File: src/rtl/uart_axi4lite_stream_master.sv
`default_nettype none
// ============================================================================
// Module   : uart_axi4lite_stream_master
// Purpose  : AXI4-Lite master moving tx/rx byte streams through the UART
//            register slave (TX_DATA/TX_BUSY/RX_DATA/RX_DRDY).
// Revision : 1.0  initial release
// ============================================================================
module uart_axi4lite_stream_master #(
    parameter int AXI_AWIDTH = 4,
    parameter int AXI_DWIDTH = 32,
    parameter int DATA_BITS  = 8,
    parameter int POLL_GAP   = 16,
    parameter int TX_SETTLE  = 4
) (
    input  logic                    AXI_ACLK,
    input  logic                    AXI_ARESETN,
    output logic [AXI_AWIDTH-1:0]   M_AXI_AWADDR,
    output logic                    M_AXI_AWVALID,
    input  logic                    M_AXI_AWREADY,
    output logic [AXI_DWIDTH-1:0]   M_AXI_WDATA,
    output logic [AXI_DWIDTH/8-1:0] M_AXI_WSTRB,
    output logic                    M_AXI_WVALID,
    input  logic                    M_AXI_WREADY,
    input  logic [1:0]              M_AXI_BRESP,
    input  logic                    M_AXI_BVALID,
    output logic                    M_AXI_BREADY,
    output logic [AXI_AWIDTH-1:0]   M_AXI_ARADDR,
    output logic                    M_AXI_ARVALID,
    input  logic                    M_AXI_ARREADY,
    input  logic [AXI_DWIDTH-1:0]   M_AXI_RDATA,
    input  logic [1:0]              M_AXI_RRESP,
    input  logic                    M_AXI_RVALID,
    output logic                    M_AXI_RREADY,
    input  logic [DATA_BITS-1:0]    S_TDATA,
    input  logic                    S_TVALID,
    output logic                    S_TREADY,
    output logic [DATA_BITS-1:0]    M_TDATA,
    output logic                    M_TVALID,
    input  logic                    M_TREADY,
    output logic                    ERR
);

    localparam int STRB_W   = AXI_DWIDTH / 8;
    localparam int LANES    = (DATA_BITS + 7) / 8;
    localparam int SETTLE_W = $clog2(TX_SETTLE + 1);
    localparam int POLL_W   = $clog2(POLL_GAP + 1);

    localparam logic [AXI_AWIDTH-1:0] ADDR_TX_DATA = AXI_AWIDTH'(0);
    localparam logic [AXI_AWIDTH-1:0] ADDR_TX_BUSY = AXI_AWIDTH'(4);
    localparam logic [AXI_AWIDTH-1:0] ADDR_RX_DATA = AXI_AWIDTH'(8);
    localparam logic [AXI_AWIDTH-1:0] ADDR_RX_DRDY = AXI_AWIDTH'(12);
    localparam logic [STRB_W-1:0]     WSTRB_BYTE   = STRB_W'((64'd1 << LANES) - 64'd1);

    typedef enum logic [2:0] {
        IDLE     = 3'd0,
        TX_POLL  = 3'd1,
        TX_WRITE = 3'd2,
        RX_POLL  = 3'd3,
        RX_READ  = 3'd4
    } state_t;

    state_t                state;
    logic                  prio_rx;
    logic                  out_of_reset;
    logic                  tx_full;
    logic [DATA_BITS-1:0]  tx_byte;
    logic                  rx_full;
    logic [DATA_BITS-1:0]  rx_byte;
    logic [SETTLE_W-1:0]   settle_cnt;
    logic [POLL_W-1:0]     poll_cnt;

    logic r_hs;
    logic b_hs;
    logic rd_err;
    logic wr_err;
    logic rx_eligible;
    logic tx_go;

    assign r_hs        = M_AXI_RVALID & M_AXI_RREADY;
    assign b_hs        = M_AXI_BVALID & M_AXI_BREADY;
    assign rd_err      = (M_AXI_RRESP != 2'b00);
    assign wr_err      = (M_AXI_BRESP != 2'b00);
    assign rx_eligible = (poll_cnt == '0) && !rx_full;
    assign tx_go       = tx_full && (settle_cnt == '0) && (!prio_rx || !rx_eligible);

    // S_TREADY stays low while reset is held and for the first cycle after it
    assign S_TREADY = out_of_reset & ~tx_full;
    assign M_TVALID = rx_full;
    assign M_TDATA  = rx_byte;

    always_ff @(posedge AXI_ACLK or negedge AXI_ARESETN) begin
        if (!AXI_ARESETN) begin
            state         <= IDLE;
            prio_rx       <= 1'b0;
            out_of_reset  <= 1'b0;
            tx_full       <= 1'b0;
            tx_byte       <= '0;
            rx_full       <= 1'b0;
            rx_byte       <= '0;
            settle_cnt    <= '0;
            poll_cnt      <= '0;
            ERR           <= 1'b0;
            M_AXI_AWADDR  <= '0;
            M_AXI_AWVALID <= 1'b0;
            M_AXI_WDATA   <= '0;
            M_AXI_WSTRB   <= '0;
            M_AXI_WVALID  <= 1'b0;
            M_AXI_BREADY  <= 1'b0;
            M_AXI_ARADDR  <= '0;
            M_AXI_ARVALID <= 1'b0;
            M_AXI_RREADY  <= 1'b0;
        end else begin
            out_of_reset <= 1'b1;

            if (settle_cnt != '0) settle_cnt <= settle_cnt - 1'b1;
            if (poll_cnt != '0)   poll_cnt   <= poll_cnt - 1'b1;

            if (S_TVALID && S_TREADY) begin
                tx_full <= 1'b1;
                tx_byte <= S_TDATA;
            end
            if (M_TVALID && M_TREADY) rx_full <= 1'b0;

            // Each valid falls on its own handshake, independent of the others
            if (M_AXI_ARVALID && M_AXI_ARREADY) M_AXI_ARVALID <= 1'b0;
            if (M_AXI_AWVALID && M_AXI_AWREADY) M_AXI_AWVALID <= 1'b0;
            if (M_AXI_WVALID && M_AXI_WREADY)   M_AXI_WVALID  <= 1'b0;

            if (r_hs && rd_err) ERR <= 1'b1;
            if (b_hs && wr_err) ERR <= 1'b1;

            case (state)
                IDLE: begin
                    if (tx_go) begin
                        state         <= TX_POLL;
                        M_AXI_ARADDR  <= ADDR_TX_BUSY;
                        M_AXI_ARVALID <= 1'b1;
                        M_AXI_RREADY  <= 1'b1;
                    end else if (rx_eligible) begin
                        state         <= RX_POLL;
                        M_AXI_ARADDR  <= ADDR_RX_DRDY;
                        M_AXI_ARVALID <= 1'b1;
                        M_AXI_RREADY  <= 1'b1;
                    end
                end

                TX_POLL: begin
                    if (r_hs) begin
                        M_AXI_RREADY  <= 1'b0;
                        M_AXI_ARVALID <= 1'b0;
                        prio_rx       <= 1'b1;
                        if (!rd_err && !M_AXI_RDATA[0]) begin
                            state         <= TX_WRITE;
                            M_AXI_AWADDR  <= ADDR_TX_DATA;
                            M_AXI_WDATA   <= AXI_DWIDTH'(tx_byte);
                            M_AXI_WSTRB   <= WSTRB_BYTE;
                            M_AXI_AWVALID <= 1'b1;
                            M_AXI_WVALID  <= 1'b1;
                            M_AXI_BREADY  <= 1'b1;
                        end else begin
                            state      <= IDLE;
                            settle_cnt <= SETTLE_W'(TX_SETTLE);
                        end
                    end
                end

                TX_WRITE: begin
                    if (b_hs) begin
                        M_AXI_AWVALID <= 1'b0;
                        M_AXI_WVALID  <= 1'b0;
                        M_AXI_BREADY  <= 1'b0;
                        settle_cnt    <= SETTLE_W'(TX_SETTLE);
                        state         <= IDLE;
                        // A rejected write keeps the byte so it is sent again
                        if (!wr_err) tx_full <= 1'b0;
                    end
                end

                RX_POLL: begin
                    if (r_hs) begin
                        M_AXI_RREADY  <= 1'b0;
                        M_AXI_ARVALID <= 1'b0;
                        prio_rx       <= 1'b0;
                        if (!rd_err && M_AXI_RDATA[0]) begin
                            state         <= RX_READ;
                            M_AXI_ARADDR  <= ADDR_RX_DATA;
                            M_AXI_ARVALID <= 1'b1;
                            M_AXI_RREADY  <= 1'b1;
                        end else begin
                            state    <= IDLE;
                            poll_cnt <= POLL_W'(POLL_GAP);
                        end
                    end
                end

                RX_READ: begin
                    if (r_hs) begin
                        M_AXI_RREADY  <= 1'b0;
                        M_AXI_ARVALID <= 1'b0;
                        state         <= IDLE;
                        if (!rd_err) begin
                            rx_byte <= M_AXI_RDATA[DATA_BITS-1:0];
                            rx_full <= 1'b1;
                        end
                    end
                end

                default: state <= IDLE;
            endcase
        end
    end

endmodule
`default_nettype wire

File: config.mk
export PLATFORM = sky130hd
export DESIGN_NAME = uart_axi4lite_stream_master
export DESIGN_NICKNAME = d
export VERILOG_FILES = /design/src/rtl/uart_axi4lite_stream_master.sv
export SDC_FILE = /design/constraint.sdc
export NUM_CORES = 1
export LEC_CHECK = 0
export CAP_MARGIN = 10
export CORE_ASPECT_RATIO = 1.75
export CORE_MARGIN = 4
export CORE_UTILIZATION = 37
export DETAILED_ROUTE_END_ITERATION = 8
export PLACE_DENSITY = 0.84
export SYNTH_ARGS = -nofsm -noshare
export SYNTH_HDL_FRONTEND = slang
export SYNTH_SLANG_ARGS = --single-unit
File: constraint.sdc
create_clock -name AXI_ACLK -period 3.19 [get_ports AXI_ACLK]
set_input_delay 0.638 -clock AXI_ACLK [delete_from_list [all_inputs] [get_ports AXI_ACLK]]
set_output_delay 0.638 -clock AXI_ACLK [all_outputs]
set_load 0.1 [all_outputs]
==> results.json, run 1 <==
{
  "cts_buffers": 5,
  "ys_ff_latch": 48,
  "hold_depth": 1,
  "seqPwrFrac": 0.334,
  "synthMuxAreaShare": 0.121,
  "crit_required_ns": 3.39,
  "wl_per_cell_um": 13.2,
  "min_period_ns": 1.97,
  "synthSimpleGateAreaFrac": 0.139,
  "synth_area_leaders": "dfrtp_1 (52%), mux2_2 (12%), buf_4 (11%)",
  "vias": 1634,
  "final_nets": 322,
  "slew_headroom": 0.299,
  "comb_power_share": 0.480,
  "postRouteAntennaNets": 0,
  "finalHoldViolations": 0,
  "critPathKind": "primary input to flip-flop",
  "setup_viol": 0,
  "clk_pin_slew_ns": 0.10,
  "synth_top_family_by_area": "simple AND/OR/NAND/NOR gates",
  "fmax_mhz": 507,
  "synthXorXnorAreaFrac": 0.0113,
  "area_delta_synth_final_pct": 25.0,
  "r2r_cells": 6,
  "synthAdderAreaFrac": 0.0161,
  "grt-ovfl-total": 0,
  "dp.cells": 339,
  "powerDensity_mw_per_mm2": 972,
  "cts_tree": "yes",
  "die_h_um": 113,
  "ios": 113,
  "leakage_nw": 1.43,
  "whs_endpoint": "M_AXI_WSTRB[0]",
  "rsz0062_at_grt": "no",
  "yosys.area.top_type_share": 0.516,
  "timing.hold.ws_ns": 0.478,
  "grt_max_degree": 49,
  "clock_latency_ns": 0.30,
  "cts_max_level": 2,
  "dp_hpwl_um": 3560,
  "numPortBuffers": 55,
  "cts_buffer_depth": 2,
  "switchingPower_mw": 1.32,
  "grt_pass1_wl_um": 7330,
  "peakVddDrop_uv": 495,
  "drv_cap": 0,
  "grt_pass1_vias": 1649,
  "synth_largest_area_cell": "dfrtp_1",
  "slew_violations": 0,
  "sw_frac_of_total": 0.467,
  "synth_cell_types": 38,
  "cts_resized": 0,
  "stdcell_count": 347,
  "post_cts_buffers": 0,
  "cp-end-kind": "flip-flop",
  "hold_start": "M_AXI_WSTRB[0]",
  "clockPowerShare": 0.186,
  "final_util": 0.471,
  "fin_crit_sh": 0.619,
  "final.setup.tns_ns": 0,
  "r2r-end": "state[1]",
  "gp_congestion": 0.760,
  "netlist_area_mm2": 0.00233,
  "grt_util_all_layers": 0.122,
  "row_count": 38,
  "hp-class": "flip-flop to flip-flop",
  "root_buffer": "clkbuf_8",
  "skew_ns": 0.0155,
  "hold_buffers": 0,
  "drc": 0,
  "antenna_found_initial": 0,
  "first_pass_iters": 4,
  "yosysWarnings": 0,
  "routed_wl_um": 4580,
  "start_kind": "primary input",
  "postSynthAreaPerCell_um2": 11.3,
  "synth_compound_gate_area_share": 0.0672,
  "critPathMaxFanout": 9,
  "num_antenna_cells": 0,
  "start_util": 0.377,
  "r2r-start": "poll_cnt[0]",
  "die_w_um": 68.0,
  "worstMarginPinSlew_ns": 1.05,
  "coreArea_mm2": 0.00618,
  "first_iter_violations": 53,
  "routed_via_density": 4.71,
  "synthCells": 206,
  "final_common_cell": "dfrtp_1",
  "clkSinkCount": 48,
  "synth_seq_area_share": 0.516,
  "die-area_mm2": 0.00768,
  "layout_common_cells": "dfrtp_1 (48), conb_1 (34), buf_4 (29), clkdlybuf4s50_1 (27), mux2_2 (24)",
  "drive_above_1_share": 0.247,
  "ff2ff_setup_slack_ns": 1.31,
  "outcome": "completed",
  "cp.arrival_ns": 2.17,
  "p_int_mw": 1.51
}
-- cell type report --
class	count	area [um2]
fillers	596	3270
clock buffers	5	68.8
repair buffers	57	493
well taps	80	100
clock inverters	3	68.8
inverters	7	26.3
flip-flops and latches	48	1200
multi-input cells	147	953
-- Yosys cell counts (all sizes together) --
cell type  number
xnor2           3
o21bai          1
nand2          11
ha              3
nand3           6
o211a           1
and3            1
nor3            9
o211ai          2
nand3b          2
a22o            1
nor4b           1
inv             7
nor2           11
buf            36
a22oi           1
and2            2
dfrtp          48
mux2           25
o21ai           6
o41ai           1
a31oi           1
a211oi          2
nand4           1
nand2b          6
or4b            1
conb            2
nor3b           4
nor2b           3
and2b           1
a21oi           5
o311a           1
a21o            1
-- metrics by stage --
stage,area (um2),power (mW),setup slack [ns]
2_1_floorplan,2450,2.07,0.419
3_3_place_gp,2770,2.28,0.928
3_5_place_dp,2770,2.32,0.895
4_1_cts,2910,2.86,1.22
5_1_grt,2910,2.97,1.14
6_report,2910,2.83,1.22
-- per-layer routing --
metal / vias to the layer above / track usage / routed length [um]
li1: 755 / - / -
met5: - / 0 / 0
met3: 6 / 0.0189 / 276
met4: 0 / 0.0398 / 68
met2: 63 / 0.231 / 2550
met1: 810 / 0.131 / 1680
-- worst max-delay path: stages --
cell,delay (ns)
clkdlybuf4s50_1,0.51
and2_1,0.22
nand3_1,0.38
mux2_2,0.42
-- state kept, by name, summed over array words and instances, names as in the netlist, 2 cells and up --
| register | cells |
|---|---|
| poll_cnt | 5 |
| tx_byte | 8 |
| settle_cnt | 3 |
| state | 3 |
| M_TDATA | 8 |
| M_AXI_ARADDR | 2 |
| M_AXI_WDATA | 8 |
-- power by group through the flow --
stage / Clock [mW] / Sequential (mW) / Combinational, mW
global route: 0.563 / 0.969 / 1.44
global placement: 0 / 0.944 / 1.34
floorplan: 0 / 1.40 / 0.676
finish: 0.527 / 0.944 / 1.36
detailed placement: 0 / 0.956 / 1.36
CTS: 0.541 / 0.944 / 1.37
-- kinds of logic (layout without fill, tap and decap cells) --
logic type	count (synthesis)	after routing
compound gates	23	23
xor+xnor	3	3
fa+ha+maj	3	3
buf+inv	43	72
flops	48	48
mux	25	25
other cells	2	34
simple gates	59	59
-- worst max path at each step --
stage / slack (ns) / from / to / depth (start not counted)
final: 1.22 / M_AXI_RVALID / M_TDATA[3] / 4
after floorplan: 0.42 / tx_full / tx_byte[0] / 3
after global routing: 1.14 / M_AXI_RVALID / M_TDATA[1] / 4
after CTS: 1.22 / M_AXI_RVALID / M_TDATA[3] / 4
after global placement: 0.93 / M_AXI_RVALID / M_TDATA[2] / 4
after detailed placement: 0.89 / M_AXI_RRESP[1] / M_TDATA[3] / 4
Note: power is estimated with default switching activity, not from simulation.
==> inputs of run 2 (changes only) <==
--- a/config.mk
+++ b/config.mk
@@ -10,7 +10,7 @@
 export CORE_MARGIN = 4
 export CORE_UTILIZATION = 37
 export DETAILED_ROUTE_END_ITERATION = 8
-export PLACE_DENSITY = 0.84
+export PLACE_DENSITY = 0.87
 export SYNTH_ARGS = -nofsm -noshare
 export SYNTH_HDL_FRONTEND = slang
 export SYNTH_SLANG_ARGS = --single-unit
==> constraint.sdc (replaced) <==
create_clock -name AXI_ACLK -period 1.6 [get_ports AXI_ACLK]
set_input_delay 0.32 -clock AXI_ACLK [delete_from_list [all_inputs] [get_ports AXI_ACLK]]
set_output_delay 0.32 -clock AXI_ACLK [all_outputs]
set_load 0.1 [all_outputs]
==> results.json, run 2 (synthesis gave the netlist of run 1 again) <==
{
  "outcome": "finished, violations left",
  "violations": "hold timing, setup timing",
  "powerDensity_mw_per_mm2": 1770,
  "crit_family": "simple AND/OR/NAND/NOR gates",
  "slowest_stage": "or4b_4",
  "slew_violations": 0,
  "die_w_um": 68.0,
  "rsz0062_at_grt": "yes",
  "cp-end-kind": "flip-flop",
  "r2r-start": "poll_cnt[1]",
  "final_nets": 354,
  "postRouteAntennaNets": 0,
  "routed_wl_um": 5040,
  "worst-path-buf-inv": 1,
  "drv_cap": 0,
  "final_common_cell": "dfrtp_1",
  "setup_viol": 6,
  "skew_ns": 0.0127,
  "first_pass_iters": 4,
  "hp-class": "primary input to asynchronous set/reset pin",
  "start_kind": "flip-flop",
  "r2r_cells": 6,
  "cts_buffers": 5,
  "antenna_found_initial": 0,
  "root_buffer": "clkbuf_8",
  "gp_congestion": 0.827,
  "critPathMaxFanout": 2,
  "timing.final.ws_setup_ns": -0.172,
  "layout_common_cells": "dfrtp_1 (44), conb_1 (34), buf_4 (32), buf_12 (28), clkdlybuf4s50_1 (27)",
  "clk_pin_slew_ns": 0.09,
  "min_period_ns": 1.77,
  "first_iter_violations": 54,
  "fmax_mhz": 564,
  "ff2ff_setup_slack_ns": -0.17,
  "cts_tree": "yes",
  "peakVddDrop_uv": 1250,
  "critPathKind": "flip-flop to flip-flop",
  "vias": 1765,
  "pre_cts_ws_ns": -0.224,
  "clock_latency_ns": 0.30,
  "row_count": 38,
  "crit_path_cell_trace": "inv_2, ha_4, or4b_4, o211ai_2, o211ai_1, mux2_1",
  "grt_pass1_wl_um": 8340,
  "coreArea_mm2": 0.00618,
  "drc": 0,
  "clkSinkCount": 48,
  "hold_buffers": 0,
  "crit_required_ns": 1.78,
  "finalHoldViolations": 11,
  "fin_crit_sh": 1.11,
  "cpPeakStageDelay_ns": 0.47,
  "grt_pass1_vias": 1786,
  "die-area_mm2": 0.00768,
  "ios": 113,
  "area_delta_synth_final_pct": 51.2,
  "num_antenna_cells": 0,
  "wl_per_cell_um": 13.3,
  "die_h_um": 113,
  "grt_max_degree": 49,
  "routed_via_density": 4.66,
  "fillers": 502,
  "cts_buffer_depth": 2,
  "cts_max_level": 2,
  "cp.arrival_ns": 1.95,
  "grt-ovfl-total": 0,
  "dp_hpwl_um": 3850,
  "numPortBuffers": 55,
  "r2r-end": "state[1]",
  "start_util": 0.377,
  "grt_util_all_layers": 0.141,
  "leakage_nw": 1.66,
  "drive_above_1_share": 0.368,
  "timing.hold.ws_ns": -0.0155
}
[run 2: changes by cell type in the layout (fill, tap and decap cells not counted), sizes merged]
cell,delta
buf,+32
bufinv,-2
clkbuf,+2
clkinv,+1
inv,-1
[run 2: worst reg2reg max path: stages, from the launching register on]
cell      delay, ns
dfrtp_1        0.40
inv_2          0.08
ha_4           0.13
or4b_4         0.47
o211ai_2       0.16
o211ai_1       0.12
mux2_1         0.32
[run 2: worst max-delay path by stage]
stage           startpoint       endpoint  slack [ns]  cells past startpoint
5_1_grt        poll_cnt[1]       state[1]       -0.23                      6
3_5_place_dp   poll_cnt[0]  M_AXI_ARVALID       -0.22                      7
6_report       poll_cnt[1]       state[1]       -0.17                      6
3_3_place_gp   poll_cnt[0]       state[1]       -0.19                      6
4_1_cts        poll_cnt[0]       state[1]       -0.20                      6
2_1_floorplan  poll_cnt[0]       state[1]       -0.18                      6
[run 2: final cells by class]
type | instances | area [um2] | share of cell area
inverter | 7 | 26.3 | 0.00747
clock buffer | 7 | 76.3 | 0.0217
timing repair buffer | 89 | 1090 | 0.309
sequential | 48 | 1210 | 0.343
clock inverter | 1 | 8.76 | 0.00249
multi-input combinational | 147 | 1010 | 0.288
tap | 80 | 100 | 0.0284
[run 2: routing by layer]
metal,GRT usage,routed length [um],up-vias
met5,0,0,-
li1,-,-,823
met4,0.0584,128,0
met2,0.253,2830,71
met3,0.0288,343,11
met1,0.154,1740,860
[run 2: repair_timing]
| action | in CTS | in global routing |
|---|---|---|
| setup endpoints to repair | 6 | 16 |
| setup buffers | 1 | 3 |
| resized for setup | 7 | 5 |
| pin swaps | 3 | 5 |
[run 2: power breakdown]
| group | total [mW] | switching, mW | internal, mW | leakage (nW) |
|---|---|---|---|---|
| clock network | 0.696 | 0.383 | 0.313 | 0.0424 |
| registers | 1.95 | 0.340 | 1.61 | 0.603 |
| logic | 3.57 | 2.10 | 1.46 | 1.01 |
[run 2: per-stage QoR]
step	total power, mW	cell area [um2]	std cells	utilization	TNS (ns)
6_report	6.22	3520	379	0.569	-0.529
5_1_grt	6.54	3520	379	0.569	-0.878
4_1_cts	6.16	3480	376	0.562	-0.211
3_5_place_dp	5.36	3360	367	0.544	-3.86
3_3_place_gp	5.27	3360	367	0.544	-3.28
2_1_floorplan	4.16	2480	238	-	-0.181
==> inputs of run 3 (changes only) <==
--- a/config.mk
+++ b/config.mk
@@ -11,6 +11,7 @@
 export CORE_UTILIZATION = 37
 export DETAILED_ROUTE_END_ITERATION = 8
 export PLACE_DENSITY = 0.87
+export RECOVER_POWER = 50
 export SYNTH_ARGS = -nofsm -noshare
 export SYNTH_HDL_FRONTEND = slang
 export SYNTH_SLANG_ARGS = --single-unit
==> results.json, run 3 (synthesis gave the netlist of run 1 again) <==
{
  "outcome": "finished, violations left",
  "violations": "setup timing",
  "cts_max_level": 2,
  "crit_family": "simple AND/OR/NAND/NOR gates",
  "final_nets": 354,
  "cp-end-kind": "flip-flop",
  "drv_cap": 0,
  "num_antenna_cells": 0,
  "row_count": 38,
  "cts_buffer_depth": 2,
  "grt_util_all_layers": 0.141,
  "placed_area_mm2": 0.00336,
  "die_h_um": 113,
  "hp-class": "primary input to asynchronous set/reset pin",
  "crit_path_cell_trace": "inv_2, ha_4, or4b_4, o211ai_2, o211ai_1, mux2_1",
  "worst-path-buf-inv": 1,
  "slew_violations": 0,
  "wl_per_cell_um": 13.3,
  "routed_via_density": 4.65,
  "grt_max_degree": 49,
  "antenna_found_initial": 0,
  "drc": 0,
  "hold_buffers": 0,
  "cp.arrival_ns": 1.95,
  "coreArea_mm2": 0.00618,
  "worstMarginPinSlew_ns": 1.17,
  "gp_congestion": 0.827,
  "area_delta_synth_final_pct": 45.4,
  "grt_pass1_vias": 1786,
  "stdcell_area_mm2": 0.00338,
  "root_buffer": "clkbuf_8",
  "total_power_mw": 6.01,
  "start_kind": "flip-flop",
  "finalHoldViolations": 0,
  "drive_above_1_share": 0.368,
  "critPathKind": "flip-flop to flip-flop",
  "min_period_ns": 1.77,
  "layout_common_cells": "dfrtp_1 (44), conb_1 (34), buf_4 (31), clkdlybuf4s50_1 (27), mux2_2 (24)",
  "vias": 1763,
  "clock_latency_ns": 0.30,
  "clk_pin_slew_ns": 0.09,
  "cts_tree": "yes",
  "leakage_nw": 1.62,
  "skew_ns": 0.0108,
  "fillers": 517,
  "start_util": 0.377,
  "timing.final.ws_setup_ns": -0.171,
  "postRouteAntennaNets": 0,
  "die_w_um": 68.0,
  "dp_hpwl_um": 3850,
  "fmax_mhz": 565,
  "setup_viol": 6,
  "numPortBuffers": 55,
  "fin_crit_sh": 1.11,
  "first_iter_violations": 52,
  "routed_wl_um": 5030,
  "first_pass_iters": 4,
  "critPathMaxFanout": 2,
  "grt_pass1_wl_um": 8340,
  "cpPeakStageDelay_ns": 0.47,
  "peakVddDrop_uv": 1250,
  "rsz0062_at_grt": "yes",
  "pre_cts_ws_ns": -0.224,
  "grt-ovfl-total": 0,
  "cts_buffers": 5,
  "powerDensity_mw_per_mm2": 1780,
  "ios": 113,
  "final_common_cell": "dfrtp_1",
  "slowest_stage": "or4b_4",
  "clkSinkCount": 48,
  "crit_required_ns": 1.78,
  "slew_headroom": 0.220,
  "die-area_mm2": 0.00768
}
## run 3: changes by cell type in the layout (fill, tap and decap cells not counted)
cell      delta
clkbuf_2     +9
buf_12       -9
buf_4        -1
clkbuf_4     +1
## run 3: power by group
part           internal (mW)  switching [mW]
Sequential              1.61           0.311
Clock                  0.312           0.382
Combinational           1.30            2.10
## run 3: final cells by class
type / instances / area (um2) / area share
Sequential cell: 48 / 1210 / 0.357
Timing Repair Buffer: 89 / 952 / 0.281
Clock buffer: 7 / 76.3 / 0.0226
Tap cell: 80 / 100 / 0.0296
Clock inverter: 1 / 8.76 / 0.00259
Inverter: 7 / 26.3 / 0.00776
Multi-Input combinational cell: 147 / 1010 / 0.299
## run 3: layer usage
layer,global-route usage,wire (um),vias up
met5,0,0,-
met4,0.0584,130,0
met3,0.0288,333,12
met2,0.253,2830,69
met1,0.154,1730,857
li1,-,-,825
## run 3: timing repair
action                     in CTS  in global routing
pin swaps                       3                  5
gates cloned                    0                  0
setup buffers                   1                  3
resized for setup               7                  5
setup endpoints to repair       6                 16
## run 3: worst paths after layout
check                                from        endpoint  slack [ns]  cells after the start
hold reg to reg            M_AXI_WDATA[0]  M_AXI_WDATA[0]        0.51                      1
hold / removal                AXI_ARESETN      tx_byte[3]        0.33                      2
setup / recovery              poll_cnt[1]        state[1]       -0.17                      6
max in group asynchronous     AXI_ARESETN    M_AXI_RREADY        0.42                      2
setup reg to reg              poll_cnt[1]        state[1]       -0.17                      6
min in group AXI_ACLK      M_AXI_WDATA[0]  M_AXI_WDATA[0]        0.51                      1
## run 3: metrics by stage
step	util	instances	hold slack (ns)	setup TNS [ns]
after global placement	0.544	367	0.317	-3.28
after CTS	0.562	376	0.00339	-0.211
final	0.548	379	0.329	-0.526
after floorplan	-	238	0.0244	-0.181
after global routing	0.548	379	0.425	-0.878
after detailed placement	0.544	367	0.331	-3.86
